## src/rtl/ifu_trace_ring.sv

```systemverilog
// Instruction-trace ring buffer on the IFU fetch stream: captures fetches while armed,
// freezes POST_TRIG fetches after a trigger instruction, then drains oldest-first.
module ifu_trace_ring #(
    parameter int                ADDR_W    = 32,
    parameter int                INST_W    = 32,
    parameter int                DEPTH     = 16,
    parameter int                POST_TRIG = 4,
    parameter logic [INST_W-1:0] TRIG_INST = 32'h00100073
) (
    input  logic                     clock,
    input  logic                     reset,
    input  logic                     arm,
    input  logic                     in_valid,
    input  logic [ADDR_W-1:0]        in_addr,
    input  logic [INST_W-1:0]        in_inst,
    output logic                     out_valid,
    input  logic                     out_ready,
    output logic [ADDR_W-1:0]        out_addr,
    output logic [INST_W-1:0]        out_inst,
    output logic                     out_last,
    output logic                     trig_hit,
    output logic                     busy,
    output logic [$clog2(DEPTH):0]   count
);
    localparam int PTR_W = $clog2(DEPTH);
    localparam int CNT_W = PTR_W + 1;
    localparam logic [CNT_W-1:0] FULL      = CNT_W'(DEPTH);
    localparam logic [CNT_W-1:0] ONE       = CNT_W'(1);
    localparam logic [PTR_W-1:0] POST_LAST = PTR_W'(POST_TRIG);

    typedef enum logic [1:0] {
        S_IDLE,
        S_CAPTURE,
        S_POST,
        S_DRAIN
    } state_t;

    state_t             r_state;
    state_t             w_state_nxt;
    logic [PTR_W-1:0]   r_wr_ptr;
    logic [PTR_W-1:0]   r_rd_ptr;
    logic [CNT_W-1:0]   r_count;
    logic [PTR_W-1:0]   r_post_cnt;
    logic               r_trig_hit;
    logic [ADDR_W-1:0]  r_ring_addr [DEPTH];
    logic [INST_W-1:0]  r_ring_inst [DEPTH];

    logic               w_write;
    logic               w_is_trig;
    logic               w_out_valid;
    logic               w_pop;
    logic [PTR_W-1:0]   w_post_nxt;
    logic               w_post_done;

    assign w_write     = in_valid && ((r_state == S_CAPTURE) || (r_state == S_POST));
    assign w_is_trig   = (in_inst == TRIG_INST);
    assign w_out_valid = (r_state == S_DRAIN) && (r_count != '0);
    assign w_pop       = w_out_valid && out_ready;
    assign w_post_nxt  = r_post_cnt + 1'b1;
    assign w_post_done = (w_post_nxt == POST_LAST);

    always_comb begin
        w_state_nxt = r_state;
        case (r_state)
            S_IDLE:    if (arm) w_state_nxt = S_CAPTURE;
            S_CAPTURE: if (in_valid && w_is_trig)
                           w_state_nxt = (POST_TRIG == 0) ? S_DRAIN : S_POST;
            S_POST:    if (in_valid && w_post_done) w_state_nxt = S_DRAIN;
            S_DRAIN:   if (w_pop && (r_count == ONE)) w_state_nxt = S_IDLE;
            default:   w_state_nxt = S_IDLE;
        endcase
    end

    always_ff @(posedge clock) begin
        if (!reset) begin
            r_state    <= S_IDLE;
            r_wr_ptr   <= '0;
            r_rd_ptr   <= '0;
            r_count    <= '0;
            r_post_cnt <= '0;
            r_trig_hit <= 1'b0;
        end else begin
            r_state <= w_state_nxt;
            if ((r_state == S_IDLE) && arm) begin
                r_wr_ptr   <= '0;
                r_rd_ptr   <= '0;
                r_count    <= '0;
                r_trig_hit <= 1'b0;
            end else if (w_write) begin
                r_wr_ptr <= r_wr_ptr + 1'b1;
                // A full ring drops its oldest entry so the window slides with the writes.
                if (r_count == FULL) r_rd_ptr <= r_rd_ptr + 1'b1;
                else                 r_count  <= r_count + 1'b1;
                if (w_is_trig) r_trig_hit <= 1'b1;
            end else if (w_pop) begin
                r_rd_ptr <= r_rd_ptr + 1'b1;
                r_count  <= r_count - 1'b1;
            end

            // Only the first trigger starts the post window; later matches are just data.
            if ((r_state == S_CAPTURE) && in_valid && w_is_trig)
                r_post_cnt <= '0;
            else if ((r_state == S_POST) && in_valid)
                r_post_cnt <= w_post_nxt;
        end
    end

    always_ff @(posedge clock) begin
        if (reset && w_write) begin
            r_ring_addr[r_wr_ptr] <= in_addr;
            r_ring_inst[r_wr_ptr] <= in_inst;
        end
    end

    assign out_valid = w_out_valid;
    assign out_addr  = r_ring_addr[r_rd_ptr];
    assign out_inst  = r_ring_inst[r_rd_ptr];
    assign out_last  = w_out_valid && (r_count == ONE);
    assign trig_hit  = r_trig_hit;
    assign busy      = (r_state != S_IDLE);
    assign count     = r_count;
endmodule

```

## config.mk

```make
export PLATFORM = sky130hd
export DESIGN_NAME = ifu_trace_ring
export DESIGN_NICKNAME = d
export VERILOG_FILES = /design/src/rtl/ifu_trace_ring.sv
export SDC_FILE = /design/constraint.sdc
export NUM_CORES = 1
export LEC_CHECK = 0
export BUFFER_PORTS_ARGS = -buffer_cell sky130_fd_sc_hd__buf_4
export CAP_MARGIN = 20
export CORE_MARGIN = 1
export CORE_UTILIZATION = 55
export DETAILED_ROUTE_END_ITERATION = 10
export PLACE_DENSITY_LB_ADDON = 0.1
export SYNTH_ARGS = -nofsm -noshare
export SYNTH_HDL_FRONTEND = slang
export SYNTH_SLANG_ARGS = --single-unit
```

## constraint.sdc

```tcl
create_clock -name clock -period 5 [get_ports clock]
set_input_delay 0 -clock clock [delete_from_list [all_inputs] [get_ports clock]]
set_output_delay 0 -clock clock [all_outputs]
set_load 0.005 [all_outputs]
```

==> results of run 1 <==
==> cell families (layout without fill, tap and decap cells) <==
group,Yosys count,after routing,share of synthesized area (%)
flip-flops,1048,1048,78.69
multiplexers,323,323,18.24
AND/OR/NAND/NOR,91,91,1.113
buffers and inverters,84,452,0.8702
XOR/XNOR,16,16,0.3531
adder cells (fa/ha/maj),15,15,0.4729
AO/OA/AOI/OAI,15,15,0.2617
==> critical path, stage by stage, from the launching register on <==
cell,delay [ps]
dfxtp_4,920
buf_4,540
mux4_2,560
mux4_2,530
buf_4,160
==> final timing paths <==
check | endpoint | slack (ps) | depth (start not counted)
worst max register to register | r_ring_addr[7][29]$_DFFE_PP_ | 1620 | 6
worst min register to register | r_post_cnt[1]$_SDFFE_PP0P_ | 510 | 2
worst min-delay path | r_ring_addr[1][12]$_DFFE_PP_ | 210 | 2
worst max-delay path | out_addr[1] | 1590 | 4
==> final cells by class <==
class	count	area share [%]
clock buffers	128	5.880
clock inverters	61	1.074
inverters	8	0.06506
multi-input cells	460	17.83
flip-flops and latches	1048	67.70
well taps	950	2.575
repair buffers	255	4.874
==> layer usage <==
metal  global-route usage (%)  up-vias  share of wire [%]
met5                        0        -              0.016
met4                    5.590        2                1.6
met3                    3.568       98                5.5
met2                    37.08      600                 50
met1                    35.13     9811                 43
li1                         -     7469                  -
==> cell usage in the layout (no fill, tap or decap), types with 3 or more instances in the layout <==
cell type | netlist | layout
a21oi_1 | 3 | 3
buf_12 | 0 | 13
buf_4 | 0 | 173
bufinv_16 | 0 | 8
clkbuf_1 | 42 | 23
clkbuf_16 | 0 | 105
clkinv_1 | 0 | 27
clkinv_2 | 0 | 19
dfxtp_1 | 24 | 20
dfxtp_4 | 0 | 4
dlygate4sd3_1 | 0 | 69
edfxtp_1 | 1024 | 1024
ha_1 | 15 | 15
inv_1 | 8 | 8
inv_6 | 0 | 4
mux2i_1 | 3 | 3
mux4_2 | 320 | 320
nand2_1 | 20 | 20
nand3_1 | 7 | 7
nand4_1 | 3 | 3
nor2_1 | 38 | 22
nor2_4 | 0 | 16
nor4_1 | 6 | 6
o22ai_1 | 3 | 3
xnor2_1 | 7 | 7
xor2_1 | 9 | 9
==> flip-flops by register name (all words and copies together), names as in the netlist, named ones only <==
register     count
r_wr_ptr         4
r_state          2
r_post_cnt       4
r_ring_addr    512
count            5
trig_hit         1
r_rd_ptr         4
r_ring_inst    512
==> power breakdown <==
group          total, mW  internal (mW)  switching, mW
clock network       7.40           4.25           3.16
logic               1.39          0.719          0.667
registers           9.82           9.75         0.0741
==> stage by stage <==
stage	worst slack, ps	util (%)	hold slack [ps]	std cells	instance area, µm²
after floorplan	383.1	-	98.87	1592	39690
after global placement	1796	59.11	288.8	2652	42250
after detailed placement	1647	59.11	309.7	2652	42250
after CTS	1449	64.56	167.5	2910	46150
after global routing	1374	64.56	199.4	2910	46150
final	1590	64.56	207.6	2910	46150
==> flow_summary.ini, run 1 <==
[status]
status = finished clean

[detailed_routing]
ant_nets = 0
drt_iter0_drc = 1801
via_per_inst = 6.179
drc = 0
drt_first_pass_iters = 5
drt_wl_total_um = 83740
wire_per_inst_um = 28.78
routed-via-count = 17980

[logic_synthesis]
yosysWarnings = 0
syn_avg_cell_area_um2 = 24.93
synth_top_cell_by_area = edfxtp_1
synth_edf_count = 1024
synth_cells = 1592
yosysMostFrequentCell = edfxtp_1
synth_common_cells = edfxtp_1 (1024), mux4_2 (320), clkbuf_1 (42)
synth.net_count = 1676
ys_seq_area_share_pct = 78.69
synth_top_area_share_pct = 77.48
synth-seq-cells = 1048
synthFlopType = edfxtp_1
syn-cell-area_um2 = 39690
ys_async_sr_fraction_pct = 0
ys_types = 39
synth.area.top_cells = edfxtp_1 (77%), mux4_2 (18%), dfxtp_1 (1.2%), ha_1 (0.47%), clkbuf_1 (0.40%)

[critical_path]
reg2reg_from = r_state[0]$_SDFFE_PN0P_
endpoint_kind = output pin
worstSetupPathType = reg -> out
cp_max_fo = 41
cp.required_ps = 5000
crit_arrival_ps = 3410
startpoint_type = flop

[finish]
multi_input_area_um2 = 8230
seq_area_um2 = 31250
diodes = 0
area_growth_pct = 16.30
fillerInstances = 4613
layout.nets = 1959
drive_gt1_share_pct = 34.13

[global_routing]
grt_pass1_vias = 18908
grt_max_degree = 66
grt_overflow = 0
antenna_found_initial = 1
grt_use_total_pct = 23.47
grt_pass1_wl_um = 124900

[clock_tree]
cts-root-buf = clkbuf_16
clk_pin_slew_ps = 60
post_cts_resized = 0
hold_buffers = 69
tritoncts = done
cts_buffers = 102
htreeDepth = 3
cts_max_path_buffers = 3
clkLatencyLatePin_ps = 640
cts_setup_buffers = 0
cts_sinks = 1048

[min_path]
hold_start = in_addr[12]
holdCritPathClass = in -> reg

[timing]
hold_viol = 0
maxSlewViolCount = 0
min_period_over_period_pct = 68.21
max_freq_mhz = 293.2
fin_skew_ps = 22.92
rsz0062_at_grt = no
maxSlewHeadroom_pct = 25.98
finalSetupViolCount = 0
min_period_ps = 3410
tightest_slew_ps = 1110
setup-tns-final_ps = 0

[placement]
dp.final_hpwl_um = 43790
io_buffers = 141
globalplace.congestion = 0.7319

[floorplan]
core_um2 = 71490
die_w_um = 270.6
io_pins = 142
die_y_um = 270.6
row_count = 98
die_area_um2 = 73230
start_util_pct = 55.52

[power_and_ir_drop]
finalPower_mw = 18.61
peakVddDrop_uv = 293.7
powerDensity_nw_per_um2 = 403.2
cellLeakagePower_nw = 14.15

[flow_run]
drv_cap = 0
Power figures use the tool's default switching activity.
==> inputs of run 2 (changes only) <==
ABC_AREA = 1   (was unset)
CORE_UTILIZATION = 56   (was 55)
clock period = 3 ns   (was 5 ns; I/O delays follow)
==> run 2 against run 1 <==
  * Worst setup slack worse by 1400 ps
  * Power is 69% higher
  * Register-to-register slack got worse by 1300 ps
  * Clock power up 62%
  * Critical path type unchanged
==> flow_summary.ini, run 2 <==
[status]
status = finished clean

[min_path]
hold_path_depth = 2
whs_endpoint = r_ring_addr[5][2]$_DFFE_PP_
hold_start = in_addr[2]
holdCritPathClass = in -> reg

[floorplan]
die_y_um = 276.7
io_pins = 142
start_util_pct = 56.66
core_um2 = 74570
die_area_um2 = 76550
row_count = 100
die_w_um = 276.7

[finish]
multi_input_area_um2 = 8997
finalInstanceArea_um2 = 48830
layout.nets = 3258
final_common_cell = edfxtp_1
final_cells = 4221
post-route-util_pct = 65.48
seq_area_um2 = 31250
fillerInstances = 5328
area_growth_pct = 15.58
drive_gt1_share_pct = 12.70
final_cell_mix = edfxtp_1 (1024), inv_1 (300), o21ai_0 (283)

[global_routing]
busiest_layer = met2
grt_use_total_pct = 25.77
antenna_found_initial = 0
grt_use_met3_pct = 3.189
grt_pass1_wl_um = 149100
grt_overflow = 0
grt_pass1_vias = 24586
met1_usage_pct = 35.71
grt_max_degree = 94
met2_usage_pct = 43.67

[detailed_routing]
wire_per_inst_um = 23.27
via_per_inst = 5.836
drt_first_pass_iters = 5
drc = 0
drt_wl_total_um = 98210
routed-via-count = 24634
drt_iter0_drc = 2157
ant_nets = 0

[logic_synthesis]
synth.net_count = 3017
yosysMostFrequentCell = edfxtp_1
syn-cell-area_um2 = 42250
synth_top_cell_by_area = edfxtp_1
synth.area.top_cells = edfxtp_1 (73%), mux2i_1 (6.1%), o211ai_1 (4.5%), o21ai_0 (3.4%), a21oi_1 (3.2%)
synth_top_area_share_pct = 72.78
synth_common_cells = edfxtp_1 (1024), inv_1 (301), o21ai_0 (283)
synth_cells = 2933
synth_edf_count = 1024
syn_avg_cell_area_um2 = 14.40
ys_async_sr_fraction_pct = 0
synth-seq-cells = 1048
yosysWarnings = 0
ys_seq_area_share_pct = 73.92
synthFlopType = edfxtp_1
ys_types = 31

[placement]
dp.final_hpwl_um = 56240
dp_cells = 3961
dp_slack_ps = 487.5
place_area_um2 = 44960
io_buffers = 141
globalplace.congestion = 0.8011

[power_and_ir_drop]
intPower_mw = 24.28
pwr-share-comb_pct = 9.6
switchingPower_mw = 7.173
peakVddDrop_uv = 535.0
power.share.switching_pct = 22.80
seqPwrFrac_pct = 52.3
p_clk_share_pct = 38.1
cellLeakagePower_nw = 16.13
powerDensity_nw_per_um2 = 644.2

[timing]
fin_skew_ps = 21.81
min_period_ps = 2786
maxSlewHeadroom_pct = 47.90
min_period_over_period_pct = 92.86
tightest_slew_ps = 781.4
fin_ws_ps = 214.2
hold_viol = 0
maxSlewViolCount = 0
max_freq_mhz = 359.0
rsz0062_at_grt = no
finalSetupViolCount = 0

[clock_tree]
cts_max_path_buffers = 3
cts-root-buf = clkbuf_16
htreeDepth = 3
cts_buffers = 105
clk_pin_slew_ps = 60
cts_sinks = 1048
tritoncts = done
post_cts_resized = 0
clkLatencyLatePin_ps = 670

[critical_path]
cp.required_ps = 3000
endpoint_kind = output pin
reg2reg_from = count[0]$_SDFFE_PP0P_
r2r-end = r_state[1]$_SDFFE_PN0P_
crit_arrival_ps = 2790
worstSetupPathType = reg -> out
cp_max_fo = 37
rr_worst_depth = 12
startpoint_type = flop
reg2reg_slack_ps = 370

[flow_run]
drv_cap = 0
## run 2: cell count changes in the layout (fill, tap and decap cells not counted), moves of 93 or more
| cell | previous run | this run |
|---|---|---|
| o21ai_0 | 2 | 283 |
| inv_1 | 8 | 300 |
| mux2i_1 | 3 | 256 |
| mux4_2 | 320 | 0 |
| a21oi_1 | 3 | 271 |
| o211ai_1 | 0 | 256 |
| nand2_1 | 20 | 113 |
## run 2: worst max path at each step
stage                            start                             to
6_report                          flop                   out_addr[17]
5_1_grt                           flop                   out_addr[13]
4_1_cts                           flop                   out_addr[17]
3_5_place_dp   r_state[0]$_SDFFE_PN0P_  r_ring_addr[12][24]$_DFFE_PP_
3_3_place_gp   r_state[0]$_SDFFE_PN0P_  r_ring_addr[12][22]$_DFFE_PP_
2_1_floorplan  r_state[0]$_SDFFE_PN0P_   r_ring_addr[11][0]$_DFFE_PP_
## run 2: stage by stage
stage               TNS [ps]  power [mW]  hold slack [ps]
floorplan            -315110       18.38            98.87
global route               0       32.50            194.6
detailed placement         0       19.68            308.3
finish                     0       31.46            187.6
global placement           0       19.61            295.6
CTS                        0       31.65            159.8
## run 2: critical path, cell delays in order, from the launching register on
cell	delay (ps)
dfxtp_4	520
buf_12	280
buf_4	300
buf_4	250
mux2i_1	230
o211ai_1	120
nand3_1	180
nand2_1	80
buf_4	140
## run 2: what timing repair did
item,4_1_cts,5_1_grt
setup endpoints to repair,5,10
buffers inserted,1,2
hold buffers,72,0
endpoints found under the hold margin,1048,0
## run 2: cells by family (layout without fill, tap and decap cells)
kind of cell    Yosys count  in the layout  share of synthesized area [%]
compound gates          854            854                          11.67
xor+xnor                  4              4                        0.08294
fa+ha+maj                15             15                         0.4442
buf+inv                 489            807                          5.070
flops                  1048           1048                          73.92
mux                     256            256                          6.065
other cells               0              1                              0
simple gates            267            267                          2.748
## run 2: metal layers
layer	part of all wire [%]	wire length, µm
met5	0	0
met4	2.1	2041
met3	5.3	5239
met2	49	48510
met1	43	42410
## run 2: power groups by stage
stage	Clock (mW)	Sequential, mW	Combinational, mW
5_1_grt	12.7	16.5	3.34
6_report	12.0	16.4	3.03
3_3_place_gp	0	16.7	2.87
4_1_cts	12.2	16.4	3.05
3_5_place_dp	0	16.7	2.93
2_1_floorplan	0	16.7	1.66
## run 2: area by class of cell
type                            count  share of cell area [%]
Multi-Input combinational cell   1396                   18.43
Timing Repair Buffer              319                   6.383
Clock buffer                      126                   5.586
Inverter                          304                   2.360
Tap cell                          969                   2.483
Antenna cell                        1                0.005125
Clock inverter                     58                  0.7713
Sequential cell                  1048                   63.99
==> inputs of run 3 (changes only) <==
CELL_PAD_IN_SITES_DETAIL_PLACEMENT = 0   (was unset)
CELL_PAD_IN_SITES_GLOBAL_PLACEMENT = 1   (was unset)
clock period = 3.6 ns   (was 3 ns; I/O delays follow)
==> run 3 against run 2 <==
  * Combinational power fell by 18%
  * Power fell by 15%
  * Global-route usage shrank 0.11 points
  * Sequential share of layout area grew 0.20 points
  * Design area down 0.32%
  * Utilization down 0.21 points
  * Routed wire length is 0.20% lower
  * Register-to-register slack better by 250 ps
  * Hold slack improved by 21 ps
  * Critical path depth decreased by 1
==> flow_summary.ini, run 3 (same netlist as run 2, synthesis figures left out) <==
[critical_path]
crit_cells = 7
endpoint_kind = flop
crit_family = simple AND/OR/NAND/NOR gates
r2r-end = r_ring_addr[11][27]$_DFFE_PP_
crit_top_cell = inv_1
crit_arrival_ps = 3320
crit_start = r_state[0]$_SDFFE_PN0P_
endpoint = r_ring_addr[11][27]$_DFFE_PP_
crit_buf_inv = 3
reg2reg_slack_ps = 620
critPathSlowestCell = nor2_4
cp_max_fo = 31
reg2reg_from = r_state[0]$_SDFFE_PN0P_
worstSetupPathType = reg -> reg
cp.required_ps = 3930
slowest_delay_ps = 680
startpoint_type = flop
crit_chain = inv_1 -> ha_1 -> nand2_2 -> inv_1 -> nand2_1 -> nor2_4 -> buf_12
rr_worst_depth = 7

[power_and_ir_drop]
peakVddDrop_uv = 431.3
powerDensity_nw_per_um2 = 548.9
cellLeakagePower_nw = 16.01

[finish]
area_growth_pct = 15.21
diodes = 0
final_common_cell = edfxtp_1
fillerInstances = 5313
drive_gt1_share_pct = 12.10
layout.nets = 3222
final_cell_mix = edfxtp_1 (1024), inv_1 (300), o21ai_0 (283)
finalInstanceArea_um2 = 48680
post-route-util_pct = 65.28

[timing]
fin_ws_ps = 616.5
tightest_slew_ps = 1112
fin_skew_ps = 20.38
maxSlewHeadroom_pct = 25.90
maxSlewViolCount = 0
max_freq_mhz = 335.2
min_period_ps = 2983
min_period_over_period_pct = 82.87
finalSetupViolCount = 0
hold_viol = 0
rsz0062_at_grt = no

[clock_tree]
clk_pin_slew_ps = 60
clkLatencyLatePin_ps = 660
cts-root-buf = clkbuf_16
cts_sinks = 1048
cts_buffers = 106
htreeDepth = 3
tritoncts = done
cts_max_path_buffers = 3

[detailed_routing]
via_per_inst = 5.856
top_layer = met4
drt_iter0_drc = 2229
drt-met1-wl_um = 43160
routed-via-count = 24541
met2_length_um = 48020
drt_first_pass_iters = 5
ant_nets = 0
drc = 0
drt_wl_total_um = 98010
dr_wl_met3_um = 4785
wire_per_inst_um = 23.39

[status]
status = finished clean

[min_path]
hold_start = in_inst[29]
holdCritPathClass = in -> reg

[placement]
globalplace.congestion = 0.7979
place_area_um2 = 44640
io_buffers = 141
dp.final_hpwl_um = 54880
dp_slack_ps = 653.9

[floorplan]
die_area_um2 = 76550
die_y_um = 276.7
start_util_pct = 56.66
io_pins = 142
core_um2 = 74570
row_count = 100
die_w_um = 276.7

[flow_run]
drv_cap = 0

[global_routing]
grt_use_total_pct = 25.67
grt_pass1_wl_um = 149500
antenna_found_initial = 1
grt_pass1_vias = 24679
grt_max_degree = 175
grt_overflow = 0
run 3: cell types whose count changed in the layout (fill, tap and decap cells not counted), sizes merged:
| cell | before | now |
|---|---|---|
| diode | 1 | 0 |
| clkbuf | 126 | 129 |
| inv | 306 | 308 |
| buf | 247 | 210 |
| clkinv | 50 | 46 |
| clkinvlp | 2 | 4 |
| bufinv | 4 | 9 |
run 3: final cells by class:
class	instances	area, µm²	area share, %
flip-flops and latches	1048	31250	64.19
clock inverters	63	556.8	1.144
clock buffers	129	2760	5.670
multi-input cells	1396	8997	18.48
well taps	969	1212	2.491
repair buffers	282	2748	5.645
inverters	304	1157	2.378
run 3: per-stage QoR:
stage	TNS, ps	hold slack, ps	power, mW	cells
after floorplan	-620480	98.87	15.31	2933
after global placement	0	304.0	16.29	3927
after detailed placement	0	310.3	16.34	3927
after CTS	0	169.9	26.89	4191
after global routing	0	209.3	27.57	4191
final	0	208.9	26.72	4191
run 3: routing by layer:
layer,global-route usage [%],up-vias
met5,0,-
met4,6.638,0
met3,2.911,131
met2,42.50,730
met1,36.55,12283
li1,-,11397
run 3: worst register-to-register path: stages, from the launching register on:
cell and delay, ps:
dfxtp_1 380, inv_1 110, ha_1 320, nand2_2 140
inv_1 320, nand2_1 350, nor2_4 680, buf_12 300
run 3: power breakdown:
group	switching (mW)	leakage (nW)	internal, mW
clock	4.46	1.62	6.08
sequential	0.0990	9.41	13.6
combinational	1.51	4.99	0.964
run 3: worst min-delay path by stage:
stage	slack, ps	depth (start not counted)	to
after global placement	300	1	r_ring_addr[1][4]$_DFFE_PP_
after floorplan	100	0	r_ring_addr[0][0]$_DFFE_PP_
after detailed placement	310	1	r_ring_addr[0][4]$_DFFE_PP_
final	210	2	r_ring_inst[3][29]$_DFFE_PP_
after global routing	210	2	r_ring_addr[14][31]$_DFFE_PP_
after CTS	170	2	r_ring_addr[14][31]$_DFFE_PP_
run 3: repair_timing:
item / CTS / global route
resized for setup: 0 / 0
endpoints found under the hold margin: 1048 / 0
setup buffers: 0 / 0
hold buffers: 72 / 0
